===== config.mk =====
export PLATFORM = sky130hd
export DESIGN_NAME = result_writeback_flat
export DESIGN_NICKNAME = d
export VERILOG_FILES = /design/src/rtl/result_writeback_if.sv /design/src/rtl/result_writeback.sv /design/src/flat_wrapper.sv
export SDC_FILE = /design/constraint.sdc
export NUM_CORES = 1
export LEC_CHECK = 0
export CORE_AREA = 3 3 141 143
export CTS_BUF_LIST = sky130_fd_sc_hd__clkbuf_8
export DETAILED_ROUTE_END_ITERATION = 12
export DIE_AREA = 0 0 144 146
export HOLD_SLACK_MARGIN = 0.03
export PLACE_DENSITY = 0.68
export REMOVE_ABC_BUFFERS = 1
export SLEW_MARGIN = 5
export SYNTH_ARGS = -nofsm -noshare
export SYNTH_HDL_FRONTEND = slang
export SYNTH_SLANG_ARGS = --single-unit
export TNS_END_PERCENT = 20

===== constraint.sdc =====
create_clock -name clk -period 3.2 [get_ports clk]
set_clock_uncertainty 0.1 [all_clocks]
set_input_delay 0.48 -clock clk [delete_from_list [all_inputs] [get_ports clk]]
set_output_delay 0.48 -clock clk [all_outputs]
set_load 0.02 [all_outputs]

===== src/rtl/result_writeback_if.sv =====
// Result writeback bus: retirement stream in, per-unit result ports,
// register-file write port and operand-forwarding port.
// Ports (by modport):
//   master : drives in_shift/in_valid/in_dest/in_src, unit_valid/unit_data,
//            fwd_addr; observes stall, unit_ack, rf_we/rf_addr/rf_data,
//            busy, overflow, fwd_hit/fwd_data.
//   slave  : the writeback block itself (mirror directions).
interface result_writeback_if #(
  parameter int unsigned DEST_SIZE  = 5,
  parameter int unsigned SRC_SIZE   = 3,
  parameter int unsigned DATA_WIDTH = 32
);
  localparam int unsigned NUM_UNITS = 2 ** SRC_SIZE;

  logic                                  in_shift;
  logic                                  in_valid;
  logic [DEST_SIZE-1:0]                  in_dest;
  logic [SRC_SIZE-1:0]                   in_src;
  logic                                  stall;
  logic [NUM_UNITS-1:0]                  unit_valid;
  logic [NUM_UNITS-1:0][DATA_WIDTH-1:0]  unit_data;
  logic [NUM_UNITS-1:0]                  unit_ack;
  logic                                  rf_we;
  logic [DEST_SIZE-1:0]                  rf_addr;
  logic [DATA_WIDTH-1:0]                 rf_data;
  logic                                  busy;
  logic                                  overflow;
  logic [DEST_SIZE-1:0]                  fwd_addr;
  logic                                  fwd_hit;
  logic [DATA_WIDTH-1:0]                 fwd_data;

  modport master (
    output in_shift, in_valid, in_dest, in_src, unit_valid, unit_data, fwd_addr,
    input  stall, unit_ack, rf_we, rf_addr, rf_data, busy, overflow, fwd_hit, fwd_data
  );

  modport slave (
    input  in_shift, in_valid, in_dest, in_src, unit_valid, unit_data, fwd_addr,
    output stall, unit_ack, rf_we, rf_addr, rf_data, busy, overflow, fwd_hit, fwd_data
  );
endinterface


===== src/rtl/result_writeback.sv =====
// In-order result writeback: retiring {dest, src} pairs are queued in a
// small FIFO; the head waits for its functional unit's result, acknowledges
// it and writes it to the register file one cycle later.
// Ports:
//   clk      : rising-edge clock
//   reset_n  : asynchronous active-low reset
//   bus      : result_writeback_if.slave (retire stream, unit results,
//              register-file write, status, forwarding)
// Optional feature: define RESULT_WRITEBACK_FWD_EN to enable the
// register-file-write forwarding comparator; otherwise fwd_hit/fwd_data are 0.
module result_writeback #(
  parameter int unsigned DEST_SIZE  = 5,
  parameter int unsigned SRC_SIZE   = 3,
  parameter int unsigned DATA_WIDTH = 32,
  parameter int unsigned DEPTH      = 4
) (
  input logic               clk,
  input logic               reset_n,
  result_writeback_if.slave bus
);
  localparam int unsigned NUM_UNITS = 2 ** SRC_SIZE;
  localparam int unsigned PTR_W     = $clog2(DEPTH);
  localparam int unsigned CNT_W     = PTR_W + 1;

  typedef struct packed {
    logic [DEST_SIZE-1:0] dest;
    logic [SRC_SIZE-1:0]  src;
  } entry_t;

  entry_t                r_mem [DEPTH];
  logic [PTR_W-1:0]      r_head;
  logic [PTR_W-1:0]      r_tail;
  logic [CNT_W-1:0]      r_count;
  logic                  r_rf_we;
  logic                  r_overflow;
  logic [DEST_SIZE-1:0]  r_rf_addr;
  logic [DATA_WIDTH-1:0] r_rf_data;

  entry_t                w_head;
  entry_t                w_new;
  logic                  w_full;
  logic                  w_retire;
  logic                  w_push;
  logic                  w_pop;

  // Stall depends only on the registered count, never on this cycle's inputs.
  assign w_head   = r_mem[r_head];
  assign w_new    = '{dest: bus.in_dest, src: bus.in_src};
  assign w_full   = (r_count == CNT_W'(DEPTH));
  assign w_retire = bus.in_shift & bus.in_valid;
  assign w_push   = w_retire & ~w_full;
  assign w_pop    = (r_count != '0) & bus.unit_valid[w_head.src];

  // Pointers and occupancy; pointers wrap naturally at the power-of-two depth.
  always_ff @(posedge clk or negedge reset_n) begin
    if (!reset_n) begin
      r_head     <= '0;
      r_tail     <= '0;
      r_count    <= '0;
      r_rf_we    <= 1'b0;
      r_overflow <= 1'b0;
    end else begin
      r_rf_we    <= w_pop;
      r_overflow <= r_overflow | (w_retire & w_full);
      if (w_push) r_tail <= r_tail + PTR_W'(1);
      if (w_pop)  r_head <= r_head + PTR_W'(1);
      case ({w_push, w_pop})
        2'b10:   r_count <= r_count + CNT_W'(1);
        2'b01:   r_count <= r_count - CNT_W'(1);
        default: r_count <= r_count;
      endcase
    end
  end

  // Entry storage, not reset: contents are only ever read behind a valid count.
  always_ff @(posedge clk) begin
    if (w_push) r_mem[r_tail] <= w_new;
  end

  // Register-file write payload, captured on the dequeue cycle.
  always_ff @(posedge clk) begin
    if (w_pop) begin
      r_rf_addr <= w_head.dest;
      r_rf_data <= bus.unit_data[w_head.src];
    end
  end

  assign bus.stall    = w_full;
  assign bus.unit_ack = w_pop ? (NUM_UNITS'(1) << w_head.src) : '0;
  assign bus.rf_we    = r_rf_we;
  assign bus.rf_addr  = r_rf_addr;
  assign bus.rf_data  = r_rf_data;
  assign bus.busy     = (r_count != '0) | r_rf_we;
  assign bus.overflow = r_overflow;

`ifdef RESULT_WRITEBACK_FWD_EN
  // Forward the value being written this cycle to a matching operand read.
  assign bus.fwd_hit  = r_rf_we & (bus.fwd_addr == r_rf_addr);
  assign bus.fwd_data = r_rf_data;
`else
  logic w_unused_fwd;
  assign w_unused_fwd = ^bus.fwd_addr;
  assign bus.fwd_hit  = 1'b0;
  assign bus.fwd_data = '0;
`endif
endmodule


===== src/flat_wrapper.sv =====
// flat-port wrapper written by rule: the top's interface ports become plain ports
module result_writeback_flat 
#(
  parameter int unsigned DEST_SIZE  = 5,
  parameter int unsigned SRC_SIZE   = 3,
  parameter int unsigned DATA_WIDTH = 32,
  parameter int unsigned DEPTH      = 4
)
  (clk, reset_n, bus_in_shift, bus_in_valid, bus_in_dest, bus_in_src, bus_unit_valid, bus_unit_data, bus_fwd_addr, bus_stall, bus_unit_ack, bus_rf_we, bus_rf_addr, bus_rf_data, bus_busy, bus_overflow, bus_fwd_hit, bus_fwd_data);
  result_writeback_if #(.DEST_SIZE(DEST_SIZE), .SRC_SIZE(SRC_SIZE), .DATA_WIDTH(DATA_WIDTH)) bus_i ();
  input logic clk;
  input logic reset_n;
  input wire logic [$bits(bus_i.in_shift)-1:0] bus_in_shift;
  input wire logic [$bits(bus_i.in_valid)-1:0] bus_in_valid;
  input wire logic [$bits(bus_i.in_dest)-1:0] bus_in_dest;
  input wire logic [$bits(bus_i.in_src)-1:0] bus_in_src;
  input wire logic [$bits(bus_i.unit_valid)-1:0] bus_unit_valid;
  input wire logic [$bits(bus_i.unit_data)-1:0] bus_unit_data;
  input wire logic [$bits(bus_i.fwd_addr)-1:0] bus_fwd_addr;
  output wire logic [$bits(bus_i.stall)-1:0] bus_stall;
  output wire logic [$bits(bus_i.unit_ack)-1:0] bus_unit_ack;
  output wire logic [$bits(bus_i.rf_we)-1:0] bus_rf_we;
  output wire logic [$bits(bus_i.rf_addr)-1:0] bus_rf_addr;
  output wire logic [$bits(bus_i.rf_data)-1:0] bus_rf_data;
  output wire logic [$bits(bus_i.busy)-1:0] bus_busy;
  output wire logic [$bits(bus_i.overflow)-1:0] bus_overflow;
  output wire logic [$bits(bus_i.fwd_hit)-1:0] bus_fwd_hit;
  output wire logic [$bits(bus_i.fwd_data)-1:0] bus_fwd_data;
  assign bus_i.in_shift = bus_in_shift;
  assign bus_i.in_valid = bus_in_valid;
  assign bus_i.in_dest = bus_in_dest;
  assign bus_i.in_src = bus_in_src;
  assign bus_i.unit_valid = bus_unit_valid;
  assign bus_i.unit_data = bus_unit_data;
  assign bus_i.fwd_addr = bus_fwd_addr;
  assign bus_stall = bus_i.stall;
  assign bus_unit_ack = bus_i.unit_ack;
  assign bus_rf_we = bus_i.rf_we;
  assign bus_rf_addr = bus_i.rf_addr;
  assign bus_rf_data = bus_i.rf_data;
  assign bus_busy = bus_i.busy;
  assign bus_overflow = bus_i.overflow;
  assign bus_fwd_hit = bus_i.fwd_hit;
  assign bus_fwd_data = bus_i.fwd_data;
  result_writeback #(.DEST_SIZE(DEST_SIZE), .SRC_SIZE(SRC_SIZE), .DATA_WIDTH(DATA_WIDTH), .DEPTH(DEPTH)) u_core (.clk(clk), .reset_n(reset_n), .bus(bus_i));
endmodule

==> results.json, run 1 <==
{
  "status": "finished clean",
  "grt_max_degree": 45,
  "fillers": 1649,
  "drive_above_1_share_pct": 19.24,
  "core_um2": 18710,
  "grt_antenna_before_repair": 1,
  "cts_tree": "built",
  "dr.pass1.iters": 4,
  "die_w_um": 144,
  "place_inst": 876,
  "grt_pass1_vias": 4623,
  "ios": 363,
  "wl_per_cell_um": 20.32,
  "root_buffer": "clkbuf_8",
  "drc_errors": 0,
  "dp_hpwl_um": 14920,
  "seq_area_um2": 2298,
  "finalNonFillerCells": 894,
  "dp_slack_ps": 87.00,
  "finalCriticalPeriod_ps": 3094,
  "n_antenna_cell": 0,
  "worstPathRequired_ps": 2620,
  "synth-async-reset-ratio_pct": 11.54,
  "finalWeightedCongestion": 0.9365,
  "routed_wl_um": 18170,
  "slew_violations": 0,
  "crit_path_start_kind": "flop",
  "dieArea_um2": 21020,
  "drtAntennaViolNets": 0,
  "ys_warn_count": 0,
  "yosys-top-cells-area": "edfxtp_1 (40%), mux4_2 (31%), buf_4 (5.4%), dfrtp_1 (4.4%), nand2_1 (4.2%)",
  "synth_ff_type": "edfxtp_1",
  "syn_avg_cell_area_um2": 15.57,
  "critical_path_class": "reg -> out",
  "die_h_um": 146,
  "ys_top_cells_by_count": "mux4_2 (71), edfxtp_1 (69), nand2_1 (57), buf_4 (37), mux2_2 (16)",
  "num_rows": 50,
  "rsz0062_at_grt": "no",
  "portBuffers": 324,
  "yosysMostFrequentCell": "mux4_2",
  "fin_nets": 942,
  "setup_ws_ps": 105.7,
  "grt_busiest_layer": "met2",
  "start_util_pct": 27.38,
  "grt_pass1_wl_um": 26780,
  "grt_overflow": 0,
  "met2_usage_pct": 30.03,
  "cp-end-kind": "output pin",
  "synth_top_area_share_pct": 40.45,
  "syn_inst": 329,
  "grt_use_total_pct": 16.93,
  "drt-initial-drc-count": 196,
  "synth-seq-area-share_pct": 44.85,
  "power_density_nw_per_um2": 808.5,
  "clkLatencyLatePin_ps": 360,
  "maxCapViolCount": 0,
  "grt_util_met3_pct": 4.535,
  "use_met1_pct": 20.17,
  "synth-seq-cells": 78,
  "htree_num_levels": 3,
  "via_per_inst": 4.669,
  "via_count": 4174,
  "worst_pin_slew_ps": 580.5,
  "slew-limit-headroom_pct": 61.30,
  "min_path_type": "in -> async",
  "ys_types": 32,
  "area_growth_pct": 69.54,
  "hold_viol_final": 0,
  "critPathMaxFanout": 6,
  "clock_path_buffers": 2,
  "synth_area_um2": 5122,
  "synth_edf_count": 69,
  "max_freq_mhz": 323.2,
  "finalSetupViolCount": 0,
  "clk_pin_slew_worst_paths_ps": 90,
  "critPathArrivalTime_ps": 2510,
  "post-route-period-util_pct": 96.70,
  "vdd_drop_max_v": 0.0006430,
  "holdWs_ps": 327.5,
  "synth_top_cell_by_area": "edfxtp_1",
  "multi_input_area_um2": 2532,
  "p_leak_uw": 0.003215,
  "cts.sinks": 78,
  "cts_buffers": 9
}
stage by stage:
| stage | total power (µW) | instance area [µm²] | setup TNS, ps | util, % |
|---|---|---|---|---|
| 2_1_floorplan | 4711 | 4833 | -34950 | - |
| 3_3_place_gp | 6302 | 8474 | 0 | 45.30 |
| 3_5_place_dp | 6400 | 8474 | 0 | 45.30 |
| 4_1_cts | 7150 | 8672 | 0 | 46.36 |
| 5_1_grt | 7511 | 8685 | 0 | 46.43 |
| 6_report | 7021 | 8685 | 0 | 46.43 |
final timing paths:
| path | from | end | slack (ps) | cells past startpoint |
|---|---|---|---|---|
| worst min-delay path | reset_n | u_core.bus.overflow | 330 | 1 |
| max in group asynchronous | reset_n | u_core.r_head[0] | 2310 | 1 |
| min in group clk | u_core.bus.overflow | u_core.bus.overflow | 380 | 1 |
| worst max-delay path | u_core.r_head[0] | bus_unit_ack[4] | 110 | 4 |
| worst min register to register | u_core.bus.overflow | u_core.bus.overflow | 380 | 1 |
| worst max register to register | u_core.r_head[0] | u_core.r_count[1] | 200 | 7 |
sequential cells by signal, summed over array words and instances (netlist names):
signal / flops
u_core.bus.overflow: 1
u_core.bus.rf_data: 32
u_core.r_head: 2
u_core.r_mem: 32
u_core.bus.rf_addr: 5
u_core.r_tail: 2
u_core.r_count: 3
u_core.bus.rf_we: 1
cells by family after synthesis:
group / count (synthesis) / share of synthesized area [%]
compound gates: 5 / 0.8059
xor+xnor: 6 / 1.172
fa+ha+maj: 6 / 1.612
buf+inv: 58 / 8.207
flops: 78 / 44.85
mux: 93 / 36.22
other cells: 1 / 0.07321
simple gates: 82 / 7.059
metal layers:
metal | share of wire, % | wire length (µm) | up-vias
met3 | 8.4 | 1525 | 17
met1 | 38 | 6945 | 2054
met2 | 52 | 9415 | 214
met5 | 0.072 | 13 | -
li1 | - | - | 1887
met4 | 1.5 | 265 | 2
area by class of cell:
class                           count  area share [%]
Inverter                            3          0.1297
Timing Repair Buffer              338           38.67
Clock inverter                      7          0.7780
Clock buffer                        9           1.426
Sequential cell                    78           26.47
Tap cell                          234           3.371
Multi-Input combinational cell    225           29.16
critical path, cell delays in order, from the launching register on:
cell,delay [ps]
dfrtp_2,450
mux4_4,740
nor2_2,190
and3_1,160
clkdlybuf4s50_1,600
cell usage in the layout, fill, tap and decap left out, types with 2 or more instances in the layout:
cell	Yosys	final
mux2i_1	5	5
and3_1	8	8
and2_1	4	4
inv_1	3	3
edfxtp_1	69	69
mux4_2	71	71
xnor2_1	4	4
dlygate4sd2_1	0	4
ha_1	5	5
clkdlybuf4s50_1	0	319
and2_4	2	2
nor2_1	5	4
nand2_1	57	57
clkinvlp_4	0	3
clkbuf_8	0	9
conb_1	1	33
buf_4	37	13
dfrtp_1	9	8
mux2_2	16	16
where the power goes:
part | internal [µW] | switching [µW]
sequential | 1730 | 154
combinational | 2300 | 2120
clock | 297 | 422
total | 4330 | 2690
what timing repair did:
action,4_1_cts,5_1_grt
buffers inserted,1,1
hold buffers,0,0
pin swaps,0,0
resized for setup,6,2
endpoints found under the setup margin,6,2
Note: power is estimated with default switching activity, not from simulation.
==> inputs of run 2 (changes only) <==
--- a/config.mk
+++ b/config.mk
@@ -9,6 +9,7 @@
 export CTS_BUF_LIST = sky130_fd_sc_hd__clkbuf_8
 export DETAILED_ROUTE_END_ITERATION = 12
 export DIE_AREA = 0 0 144 146
+export GPL_TIMING_DRIVEN = 0
 export HOLD_SLACK_MARGIN = 0.03
 export PLACE_DENSITY = 0.68
 export REMOVE_ABC_BUFFERS = 1
==> run 2 against run 1 <==
Against the previous run: global-route usage up 2.5 points; worst setup slack worse by 29 ps; sequential share of layout area down 0.62 points; flip-flop and latch count unchanged; cell count up 1.9%; largest power group unchanged; core utilization up 1.2 points; highest routed layer unchanged; routed wire length up 15%; critical path depth up 5; clock power up 3%; first-iteration DRC count down 9.2%.
==> results.json, run 2 (synthesis results as in run 1) <==
{
  "status": "finished clean",
  "grt_use_total_pct": 19.39,
  "crit_path_start_kind": "flop",
  "cts_tree": "built",
  "critPathArrivalTime_ps": 3290,
  "slowest_delay_ps": 540,
  "worstPathRequired_ps": 3370,
  "grt_pass1_vias": 4708,
  "power_density_nw_per_um2": 841.3,
  "max_freq_mhz": 320.2,
  "seq_area_um2": 2305,
  "worst_pin_slew_ps": 769.4,
  "finish.utilization_pct": 47.67,
  "dieArea_um2": 21020,
  "htree_num_levels": 3,
  "via_count": 4371,
  "final_cell_mix": "clkdlybuf4s50_1 (316), mux4_2 (73), edfxtp_1 (69), nand2_1 (57), conb_1 (33)",
  "clk_pin_slew_worst_paths_ps": 90,
  "via_per_inst": 4.798,
  "drtAntennaViolNets": 0,
  "die_w_um": 144,
  "finalWeightedCongestion": 0.8831,
  "min_path_type": "in -> async",
  "dp_slack_ps": -1450,
  "drt-initial-drc-count": 178,
  "grt_overflow": 0,
  "post-route-period-util_pct": 97.60,
  "slew_violations": 0,
  "start_util_pct": 27.38,
  "hold_viol_final": 0,
  "maxCapViolCount": 0,
  "setup_ws_ps": 76.80,
  "portBuffers": 324,
  "critPathMaxFanout": 25,
  "grt_max_degree": 38,
  "finalNonFillerCells": 911,
  "finalCriticalPeriod_ps": 3123,
  "place_area_um2": 8434,
  "r2r_slack_ps": 80,
  "clock_path_buffers": 2,
  "cp-end-kind": "flop",
  "path_cells": "buf_6 -> mux4_2 -> buf_12 -> mux2i_1 -> a221oi_2 -> and2_4 -> ha_1 -> fa_1 -> mux2_2",
  "crit-reg2reg-capture": "u_core.r_count[1]",
  "dp_hpwl_um": 14470,
  "fillers": 1593,
  "wl_per_cell_um": 22.97,
  "slew-limit-headroom_pct": 48.71,
  "r2r_cells": 9,
  "wl_met1_um": 7937,
  "root_buffer": "clkbuf_8",
  "grt_antenna_before_repair": 2,
  "core_um2": 18710,
  "multi_input_area_um2": 2654,
  "place_inst": 867,
  "grt_pass1_wl_um": 29610,
  "routed_wl_um": 20930,
  "area_growth_pct": 74.06,
  "drc_errors": 0,
  "finalPower_uw": 7501,
  "final_area_um2": 8916,
  "drive_above_1_share_pct": 21.30,
  "ios": 363,
  "cts.sinks": 78,
  "routed.top_layer": "met5",
  "cts_buffers": 9,
  "clkLatencyLatePin_ps": 380,
  "r2r_start": "u_core.r_head[0]",
  "cp_slowest_cell": "mux4_2",
  "p_leak_uw": 0.003320,
  "num_rows": 50,
  "final_common_cell": "clkdlybuf4s50_1",
  "critical_path_class": "reg -> reg",
  "die_h_um": 146,
  "fin_nets": 958,
  "finalSetupViolCount": 0,
  "dr_wl_met2_um": 11020,
  "routed-wl-met3_um": 1719,
  "vdd_drop_max_v": 0.0004323,
  "dr.pass1.iters": 4
}
[run 2: cell count changes in the layout (fill, tap and decap cells not counted), moves of 2 or more]
cell             previous run  this run
inv_6                       1         3
clkdlybuf4s50_1           319       316
clkinvlp_4                  3         1
buf_8                       0         2
mux4_2                     71        73
buf_4                      13        19
dlygate4sd2_1               4         8
dfrtp_4                     0         2
and2_2                      0         2
[run 2: repair_timing]
item	4_1_cts	5_1_grt
pin swaps	2	3
hold buffers	0	0
cloned	6	0
buffers inserted	18	3
gates resized for setup	15	5
endpoints found under the hold margin	0	0
setup endpoints to repair	70	5
[run 2: critical path, delay by kind of cell (launching register included)]
kind / cells / cell delay, ps
mux: 3 / 950
fa+ha+maj: 2 / 630
flops: 1 / 460
compound gates: 1 / 330
buf+inv: 2 / 320
simple gates: 1 / 220
[run 2: worst max-delay path by stage]
stage,startpoint,endpoint,slack [ps],cells after the start
5_1_grt,u_core.r_head[0],u_core.r_count[1],-20,9
3_5_place_dp,u_core.r_head[0],u_core.r_count[1],-1450,7
2_1_floorplan,u_core.r_head[0],u_core.r_count[1],-1220,7
6_report,u_core.r_head[0],u_core.r_count[1],80,9
4_1_cts,u_core.r_head[0],u_core.r_count[2],10,11
3_3_place_gp,u_core.r_head[0],u_core.r_count[1],-2150,7
[run 2: metal layers]
metal,global-route usage (%),vias up
li1,-,1936
met1,23.30,2176
met2,34.45,238
met3,5.192,19
met4,4.379,2
met5,0,-
[run 2: final cells by class]
type / instances / share of cell area [%]
diodes: 1 / 0.02807
clock buffers: 9 / 1.389
clock inverters: 7 / 0.7017
inverters: 3 / 0.1263
multi-input cells: 231 / 29.76
flip-flops and latches: 78 / 25.85
well taps: 234 / 3.284
repair buffers: 348 / 38.86
[run 2: metrics by stage]
stage                     hold WS [ps]  TNS (ps)
after CTS                        312.7         0
after global routing             329.5    -17.73
final                            308.8         0
after floorplan                  84.41    -34950
after detailed placement         365.7    -39000
after global placement           349.7   -103810
[run 2: power breakdown]
part / total (µW) / switching [µW] / leakage [µW] / internal, µW
logic: 4870 / 2370 / 0.00247 / 2500
clock network: 738 / 440 / 0.0000927 / 298
registers: 1890 / 151 / 0.000758 / 1740
total: 7500 / 2970 / 0.00332 / 4540
